**config.mk**
```make
export PLATFORM = sky130hd
export DESIGN_NAME = nibble_serial_adder_ctrl
export DESIGN_NICKNAME = d
export VERILOG_FILES = /design/src/rtl/nibble_serial_adder_ctrl.sv
export SDC_FILE = /design/constraint.sdc
export NUM_CORES = 1
export LEC_CHECK = 0
export ABC_AREA = 1
export CAP_MARGIN = 20
export CORE_MARGIN = 2
export CORE_UTILIZATION = 34
export DETAILED_ROUTE_END_ITERATION = 10
export PLACE_DENSITY = 0.65
export SETUP_SLACK_MARGIN = 0.4
export SLEW_MARGIN = 20
export SYNTH_ARGS = -nofsm -noshare
export SYNTH_HDL_FRONTEND = slang
export SYNTH_SLANG_ARGS = --single-unit
```
**constraint.sdc**
```tcl
create_clock -name clk -period 1.6 [get_ports clk]
set_input_delay 0.48 -clock clk [delete_from_list [all_inputs] [get_ports clk]]
set_output_delay 0.48 -clock clk [all_outputs]
set_load 0.005 [all_outputs]
```
**src/rtl/nibble_serial_adder_ctrl.sv**
```systemverilog
// Multi-precision adder that reuses one 4-bit ripple slice, one nibble per clock,
// LSB nibble first, with valid/ready handshakes on both the operand and result sides.

module fa4 (
  input  logic [3:0] a,
  input  logic [3:0] b,
  input  logic       ci,
  output logic [3:0] s,
  output logic       co
);
  assign {co, s} = {1'b0, a} + {1'b0, b} + {4'b0000, ci};
endmodule

module nibble_serial_adder_ctrl #(
  parameter int N_NIB = 4,
  parameter int CNT_W = 4,
  localparam int W = 4 * N_NIB
) (
  input  logic         clk,
  input  logic         rst,
  input  logic         in_valid,
  output logic         in_ready,
  input  logic [W-1:0] a,
  input  logic [W-1:0] b,
  input  logic         ci,
  output logic         out_valid,
  input  logic         out_ready,
  output logic [W-1:0] s,
  output logic         co,
  output logic         ovf,
  output logic         busy
);
  typedef enum logic [1:0] {IDLE, RUN, DONE} state_t;

  state_t           state;
  logic [W-1:0]     a_r, b_r;
  logic             carry;
  logic [CNT_W-1:0] cnt;
  logic [3:0]       slice_s;
  logic             slice_co;

  fa4 fa4_inst (
    .a  (a_r[3:0]),
    .b  (b_r[3:0]),
    .ci (carry),
    .s  (slice_s),
    .co (slice_co)
  );

  // Handshake outputs are pure decodes of registered state.
  assign in_ready  = (state == IDLE);
  assign out_valid = (state == DONE);
  assign busy      = (state != IDLE);

  always_ff @(posedge clk) begin
    if (rst) begin
      state <= IDLE;
      a_r   <= '0;
      b_r   <= '0;
      carry <= 1'b0;
      cnt   <= '0;
      s     <= '0;
      co    <= 1'b0;
      ovf   <= 1'b0;
    end else begin
      case (state)
        IDLE: begin
          if (in_valid) begin
            a_r   <= a;
            b_r   <= b;
            carry <= ci;
            cnt   <= '0;
            s     <= '0;
            state <= RUN;
          end
        end
        RUN: begin
          a_r   <= a_r >> 4;
          b_r   <= b_r >> 4;
          // New nibble enters at the top; after N_NIB shifts nibble k lands at [4k+3:4k].
          s     <= {slice_s, s[W-1:4]};
          carry <= slice_co;
          cnt   <= cnt + 1'b1;
          if (cnt == CNT_W'(N_NIB - 1)) begin
            co    <= slice_co;
            ovf   <= (a_r[3] == b_r[3]) && (slice_s[3] != a_r[3]);
            state <= DONE;
          end
        end
        DONE: begin
          if (out_ready) state <= IDLE;
        end
        default: state <= IDLE;
      endcase
    end
  end
endmodule

```
## Word level (Yosys, flattened, before mapping)

Cells that the tools add are included.

- Reduce and logical (&&, ||, !) cells: 7
- Add/sub/neg operators: 3
- Equal/unequal tests: 8
- Muxes and demuxes: 14

Operators with widths:

| kind | number |
|---|---|
| 16-bit one-hot mux with 2 select lines | 3 |
| 16-bit 2-to-1 mux | 3 |
| 4-bit one-hot mux with 2 select lines | 1 |
| 2-bit 2-to-1 mux | 3 |
| 2-bit one-hot mux with 3 select lines | 1 |
| 4-bit by 4-bit adder with 5-bit output | 1 |
| 5-bit by 1-bit adder with 5-bit output | 1 |
| 4-bit by 1-bit adder with 4-bit output, second input constant | 1 |
| 4-bit by 2-bit == test with 1-bit output, second input constant | 1 |
| 4-bit 2-to-1 mux | 1 |
| 2-bit inequality test, second input constant | 2 |
| 2-bit AND reduction | 2 |
| 2-bit nonzero test | 2 |
| 3-bit AND reduction | 1 |
| 2-bit by 1-bit == test with 1-bit output, second input constant | 1 |
| 2-bit == test, second input constant | 1 |
| 2-bit logical NOT | 1 |
| 2-bit by 1-bit inequality test with 1-bit output, second input constant | 1 |
| 1-bit one-hot mux with 2 select lines | 1 |
| 1-bit == test | 1 |
| 1-bit logical AND | 1 |
| 1-bit 2-to-1 mux | 1 |
| 1-bit inequality test | 1 |

- Flip-flop bits (word level): 57
- Logic and storage cells: 40
- Output and inout port bits: 21
- Input bits: 37

## Longest topological paths before layout

Gate-level depths: netlist of the first run.

- Depth in word-level cells: 4
- Gate-level depth with buffers: 10
- Gate-level depth less buffers: 8

## Modules after synthesis

Synthesis of the first run repeated with hierarchy kept, for this count alone.

- Cells, all modules: 385
- Area total of the unflattened synthesis: 2,637.5 µm²

By module, submodules not included:

| module | area each (µm²) | cells an instance | instances |
|---|---|---|---|
| nibble_serial_adder_ctrl | 2,472.4 | 360 | 1 |
| fa4 | 165.2 | 25 | 1 |

## Least setup slack after synthesis of the first run

Ideal clock, no wire load.

- Path type: register to register
- Start: reg a_r[0]
- End: reg carry
- Stages on the path, launching flop included: 9
- Period minus slack after synthesis: 1.691 ns
- Data required time: 1.472 ns
- Path slack: -0.091 ns
- Arrival time: 1.563 ns
- Library setup time: 0.128 ns
- Buffers on the path: 0
- Cells stage by stage: dfxtp_1 > fa_1 > fa_1 > nand2_1 > nand2_1 > a21oi_1 > nor2_1 > nor2_1 > nor2_1

- Word-level cells in the longest chain between the ends: 3

RTL lines:

| what | RTL line | source |
|---|---|---|
| start, declared | 36 | `logic [W-1:0] a_r, b_r;` |
| start signal, assigned | 78 | `a_r <= a_r >> 4;` |
| 4-bit by 4-bit adder with 5-bit output | 11 | `assign {co, s} = {1'b0, a} + {1'b0, b} + {4'b0000, ci};` |
| 5-bit by 1-bit adder with 5-bit output | 11 |  |
| 1-bit one-hot mux with 2 select lines | 66 | `case (state)` |
| end signal, assigned | 71 | `carry <= ci;` |
| end signal, assigned | 82 | `carry <= slice_co;` |
| end, declared | 37 | `logic carry;` |

No other way between the ends.
A chain may end at the register's enable or synchronous reset.

## Worst setup path in the final report of the first run

Same ends and word-level chain as after synthesis.

==> results of run 1 <==
[per-stage QoR]
step / power, uW / setup slack [ps]
after floorplan: 1820 / 29.4
after global placement: 2010 / -123
after CTS: 4180 / -63.3
after detailed placement: 2020 / -146
final: 4300 / -112
after global routing: 4440 / -217
[synthesized netlist by cell type (2+ instances only)]
| master | instances |
|---|---|
| a21oi_1 | 34 |
| a31oi_1 | 4 |
| buf_2 | 6 |
| buf_6 | 5 |
| clkbuf_1 | 4 |
| dfxtp_1 | 57 |
| fa_1 | 2 |
| ha_1 | 4 |
| inv_1 | 32 |
| inv_2 | 3 |
| nand2_1 | 150 |
| nand2_4 | 3 |
| nand3_1 | 26 |
| nor2_1 | 9 |
| o211ai_1 | 3 |
| o21ai_0 | 4 |
[how the worst max path moves through the flow]
stage	from	endpoint	slack [ps]
floorplan	a_r[0]$_SDFFE_PP0P_	carry$_SDFFE_PP0P_	30
global placement	in_valid	b_r[7]$_SDFFE_PP0P_	-120
detailed placement	in_valid	a_r[13]$_SDFFE_PP0P_	-150
CTS	a_r[0]$_SDFFE_PP0P_	carry$_SDFFE_PP0P_	-60
global route	a_r[0]$_SDFFE_PP0P_	carry$_SDFFE_PP0P_	-220
finish	a_r[0]$_SDFFE_PP0P_	carry$_SDFFE_PP0P_	-110
[repair_timing]
action                     CTS  global route
resized for setup          277            63
setup buffers               32            12
gates cloned                12             1
pin swaps                   41            28
setup endpoints to repair   77            78
[cell type report]
class	count	area [sq um]	area share [%]
flip-flops and latches	57	1170	23.4
clock inverters	4	98.8	1.97
clock buffers	12	155	3.10
inverters	35	175	3.49
repair buffers	128	1530	30.4
well taps	99	124	2.47
multi-input cells	242	1760	35.1
[routing by layer]
layer | vias up | part of all wire [%]
li1 | 1344 | -
met3 | 22 | 5.2
met5 | - | 0
met2 | 86 | 55
met1 | 1351 | 37
met4 | 0 | 2.7
[state kept, by name, summed over array words and instances (netlist names)]
register	cells
s	16
a_r	16
b_r	16
co	1
state	2
ovf	1
cnt	4
carry	1
[cells by family (layout without fill, tap and decap cells)]
kind of cell    count (synthesis)  after routing  synth area share (%)
simple gates                  191            191                  31.2
flops                          57             57                  45.4
buf+inv                        53            179                  10.3
compound gates                 45             45                  9.46
fa+ha+maj                       6              6                  3.59
[power by group]
group          internal [uW]  switching (uW)
Sequential              1480            57.7
Clock                   1120             605
Combinational            556             478
Total                   3160            1140
[critical path: stages, from the launching register on]
cell and delay [ps]:
dfxtp_2 340, fa_2 400, fa_2 360, nand2_2 100, nand2_2 60, a21oi_2 160, nor2_1 60, nor2_1 90
nor2_1 50
==> flow_summary.json, run 1 <==
{
  "result_of_the_run": "complete, but fails checks",
  "failed_checks": "setup timing",
  "ys_seq_area_share_pct": 45.4,
  "yosys_warnings": 0,
  "dieWidth_um": 90.0,
  "finish.utilization_pct": 69.5,
  "setup.worst_path.class": "reg2reg",
  "global_route.usage.total_pct": 21.6,
  "antenna_violating_nets_post_route": 0,
  "grt_pass1_wl_mm": 13.9,
  "max_cap_violations": 0,
  "cts_tree": "built",
  "critPathArrivalTime_ps": 1950,
  "total_clock_buffers_created_by_cts": 9,
  "grt_setup_unrepaired": "true",
  "final_cell_count_no_fill": 577,
  "fp.coreArea_sq_mm": 0.00721,
  "die_y_um": 90.0,
  "floorplan.die_area_sq_mm": 0.00809,
  "avgRoutedWirePerCell_um": 16.2,
  "synth.largest_area_cell": "dfxtp_1",
  "grt_overflow": 0,
  "nNetsFinal": 516,
  "min_delay_worst_endpoint": "cnt[3]$_SDFFE_PP0P_",
  "drc": 0,
  "most_common_library_cell_in_the_layout_ignoring_fill_and_taps": "nand2_1",
  "num_antenna_cells": 0,
  "globalRouteMet3Util_pct": 4.19,
  "syn-num-nets": 395,
  "post_cts_hold_buffer_count": 0,
  "critPathRequiredTime_ps": 1830,
  "worst_r2r_startpoint": "a_r[0]$_SDFFE_PP0P_",
  "report.final.setup_viol": 3,
  "post_synth.cell_area_avg_sq_um": 7.14,
  "clkTransAtPathRegs_ps": 70,
  "hold_start": "cnt[3]$_SDFFE_PP0P_",
  "grt_pass1_vias": 2926,
  "final-max-slew-violation-count": 0,
  "post_synth_main_area_contributors": "dfxtp_1 45%, nand2_1 22%, a21oi_1 6.8%",
  "worst_r2r_path_depth": 8,
  "antenna_found_initial": 0,
  "use_met1_pct": 23.6,
  "power_leakage_uw": 0.00249,
  "number_of_top_level_pins": 58,
  "dp_cells": 504,
  "ir_worst_vdd_mv": 0.469,
  "first_pass_drt_iterations": 4,
  "tightest_slew_ps": 234,
  "timing.fmax_mhz": 584,
  "grt_max_degree": 25,
  "power_per_cell_area_mw_per_mm2": 859,
  "worstReg2RegEnd": "carry$_SDFFE_PP0P_",
  "detail_route.wirelength_mm": 9.32,
  "final.setup.tns_ps": -228,
  "period_utilization_pct": 107,
  "clk-insertion-delay-late_ps": 340,
  "async_reset_ff_share_pct": 0,
  "yosys_reg_bits": 57,
  "final_design_area_no_fill_sq_mm": 0.00501,
  "worst_clock_skew_ps": 12.0,
  "layout-drive-gt1-share_pct": 55.9,
  "r2r_slack_ps": -110,
  "max_slew_margin_pct": 84.3,
  "timing_hold_violations_final": 0,
  "gp_routability_congestion": 0.745,
  "ctsHtreeMaxLevel": 3,
  "hold_depth": 2,
  "cts.root.buffer_cell": "clkbuf_8",
  "cts.sink_count": 57,
  "synth.cell_area_sq_mm": 0.00251,
  "syn_inst": 352,
  "layout.cells.most_common_list": "69 x nand2_1, 44 x nand2_4, 38 x nand2_2",
  "clockBufferDepth": 2,
  "grt-busiest-layer": "met2",
  "finalHoldWorstSlack_ps": 463,
  "grtUsageMet2_pct": 40.1,
  "synth-edff-count": 0,
  "critical_path.startpoint_type": "flop",
  "avgViaCountPerCell": 4.86,
  "postSynth.topFlopCell": "dfxtp_1",
  "initialDrtViolationCount": 149,
  "area_fraction_of_the_dominant_cell_type_after_synthesis_pct": 45.4,
  "critical_path.max_fanout": 2,
  "yosys.cell_types.count": 22,
  "placed_cell_area_sq_mm": 0.00326,
  "num_rows": 31,
  "dp_hpwl_mm": 4.11,
  "buffer_ports.inserted": 57,
  "worstHoldPathType": "reg2reg",
  "finalWorstSetupSlack_ps": -112,
  "worstSetupEndpointType": "flop",
  "dr_total_vias": 2803,
  "finalCriticalPeriod_ps": 1710,
  "synthToLayoutAreaGrowth_pct": 99.5,
  "fillers": 529,
  "start_util_pct": 34.8
}
(Power assumes the default switching activity.)
==> run 2: changes to the inputs <==
--- a/config.mk
+++ b/config.mk
@@ -9,8 +9,10 @@
 export CAP_MARGIN = 20
 export CORE_MARGIN = 2
 export CORE_UTILIZATION = 34
+export CTS_BUF_LIST = sky130_fd_sc_hd__clkbuf_2
 export DETAILED_ROUTE_END_ITERATION = 10
 export PLACE_DENSITY = 0.65
+export REMOVE_ABC_BUFFERS = 1
 export SETUP_SLACK_MARGIN = 0.4
 export SLEW_MARGIN = 20
 export SYNTH_ARGS = -nofsm -noshare
==> run 2 against run 1 <==
The run still ends with setup timing left. Clock power fell by 57%. Core utilization is 3.3 points lower. Largest power group is now sequential cells. Sequential power about the same. Global-route usage down 2.1 points. Design area fell by 4.7%. Setup slack worse by 99 ps. Sequential share of layout area rose by 1.1 points. Power is 25% lower. Critical path type unchanged. Clock-buffer cell count is 1 lower.
==> flow_summary.json, run 2 (synthesized netlist as in run 1, its figures left out) <==
{
  "ctsHtreeMaxLevel": 3,
  "cts.root.buffer_cell": "clkbuf_2",
  "timing.fmax_mhz": 552,
  "grt_max_degree": 25,
  "worst-path-buf-inv": 0,
  "largestRegisters": "a_r: 16 flops, b_r: 16 flops, s: 16 flops",
  "finalCriticalPeriod_ps": 1810,
  "avgViaCountPerCell": 4.80,
  "dp_cells": 506,
  "num_antenna_cells": 0,
  "num_rows": 31,
  "tightest_slew_ps": 300,
  "drc": 0,
  "worstSetupEndpointType": "flop",
  "antenna_violating_nets_post_route": 0,
  "initialDrtViolationCount": 129,
  "crit_slowest_cell": "fa_2",
  "fillers": 569,
  "synthToLayoutAreaGrowth_pct": 90.1,
  "detail_route.wirelength_mm": 8.23,
  "antenna_found_initial": 0,
  "failed_checks": "setup timing",
  "dieWidth_um": 90.0,
  "period_utilization_pct": 113,
  "total_power_uw": 3250,
  "ir_worst_vdd_mv": 0.434,
  "first_pass_drt_iterations": 6,
  "avgRoutedWirePerCell_um": 14.3,
  "worstHoldPathType": "reg2reg",
  "clkTransAtPathRegs_ps": 170,
  "worst_path_dominant_cell_family": "adder cells",
  "final-max-slew-violation-count": 0,
  "fp.coreArea_sq_mm": 0.00721,
  "total_clock_buffers_created_by_cts": 9,
  "clockBufferDepth": 2,
  "result_of_the_run": "complete, but fails checks",
  "power_per_cell_area_mw_per_mm2": 679,
  "power_leakage_uw": 0.00238,
  "number_of_top_level_pins": 58,
  "max_slew_margin_pct": 80.0,
  "die_y_um": 90.0,
  "nNetsFinal": 515,
  "most_prevalent_standard_cell_on_the_critical_path": "nor2_1",
  "start_util_pct": 34.8,
  "timing_hold_violations_final": 0,
  "global_route.usage.total_pct": 19.5,
  "finalHoldWorstSlack_ps": 474,
  "gp_routability_congestion": 0.759,
  "finalWorstSetupSlack_ps": -211,
  "grt_setup_unrepaired": "true",
  "layout.cells.most_common_list": "71 x nand2_1, 47 x nand2_2, 36 x dfxtp_1, 36 x clkdlybuf4s50_1, 33 x nand2_4",
  "grt_overflow": 0,
  "clk-insertion-delay-late_ps": 500,
  "grt_pass1_vias": 2693,
  "setup.worst_path.class": "reg2reg",
  "critPathArrivalTime_ps": 2220,
  "post_cts_hold_buffer_count": 0,
  "grt_pass1_wl_mm": 12.5,
  "most_common_library_cell_in_the_layout_ignoring_fill_and_taps": "nand2_1",
  "critPathRequiredTime_ps": 2010,
  "floorplan.die_area_sq_mm": 0.00809,
  "crit_path_max_incr_delay_ps": 420,
  "cts_tree": "built",
  "layout-drive-gt1-share_pct": 55.6,
  "critical_path.startpoint_type": "flop",
  "dp_hpwl_mm": 3.91,
  "final_cell_count_no_fill": 576,
  "dr_total_vias": 2765,
  "worst_clock_skew_ps": 19.6,
  "cp_cell_instances": "fa_2 -> fa_2 -> nand2_2 -> nand2_2 -> a21oi_2 -> nor2_1 -> nor2_1 -> nor2_1",
  "cts.sink_count": 57,
  "critical_path.max_fanout": 2,
  "buffer_ports.inserted": 57,
  "max_cap_violations": 0,
  "report.final.setup_viol": 6
}
==> run 2: per-layer routing <==
| metal | track usage [%] | routed length [um] |
|---|---|---|
| met3 | 6.45 | 394 |
| met1 | 21.6 | 3240 |
| met4 | 4.87 | 210 |
| met5 | 0 | 0 |
| met2 | 35.8 | 4390 |
==> run 2: area by class of cell <==
class | count | area, sq um | area share [%]
clock buffers | 11 | 55.1 | 1.15
multi-input cells | 242 | 1740 | 36.4
flip-flops and latches | 57 | 1170 | 24.5
well taps | 99 | 124 | 2.59
repair inverters | 1 | 11.3 | 0.236
inverters | 35 | 180 | 3.77
repair buffers | 126 | 1470 | 30.8
clock inverters | 5 | 22.5 | 0.471
==> run 2: through the flow <==
stage / setup TNS, ps / setup WS [ps] / area [sq um] / util, %
after global routing: -1380 / -283 / 4780 / 66.2
after CTS: -190 / -88.1 / 4370 / 60.6
final: -586 / -211 / 4780 / 66.2
after global placement: -3960 / -147 / 3270 / 45.4
after detailed placement: -4700 / -182 / 3270 / 45.4
after floorplan: -78.1 / -74.4 / 2380 / -
==> run 2: power by group <==
part / switching [uW] / internal [uW] / leakage, uW / total, uW
clock network: 536 / 200 / 0.0000606 / 736
registers: 57.3 / 1480 / 0.000476 / 1540
logic: 439 / 529 / 0.00185 / 968
total: 1030 / 2210 / 0.00238 / 3250
==> run 2: worst min-delay path, cell delays in order, from the launching register on <==
cell and delay, ps:
dfxtp_1 350, nand2_2 70, a21oi_2 40
==> run 2: worst paths after layout <==
path                        start                    to  slack [ps]  depth (start not counted)
min          a_r[14]$_SDFFE_PP0P_  a_r[14]$_SDFFE_PP0P_         470                          2
max reg2reg   a_r[0]$_SDFFE_PP0P_    carry$_SDFFE_PP0P_        -210                          8
max           a_r[0]$_SDFFE_PP0P_    carry$_SDFFE_PP0P_        -210                          8
min reg2reg  a_r[14]$_SDFFE_PP0P_  a_r[14]$_SDFFE_PP0P_         470                          2
==> run 2: what timing repair did <==
| item | in CTS | in global routing |
|---|---|---|
| gates cloned | 9 | 2 |
| endpoints found under the setup margin | 76 | 78 |
| pin swaps | 33 | 22 |
| gates resized for setup | 286 | 54 |
| buffers inserted | 28 | 15 |
| hold endpoints to repair | 0 | 0 |
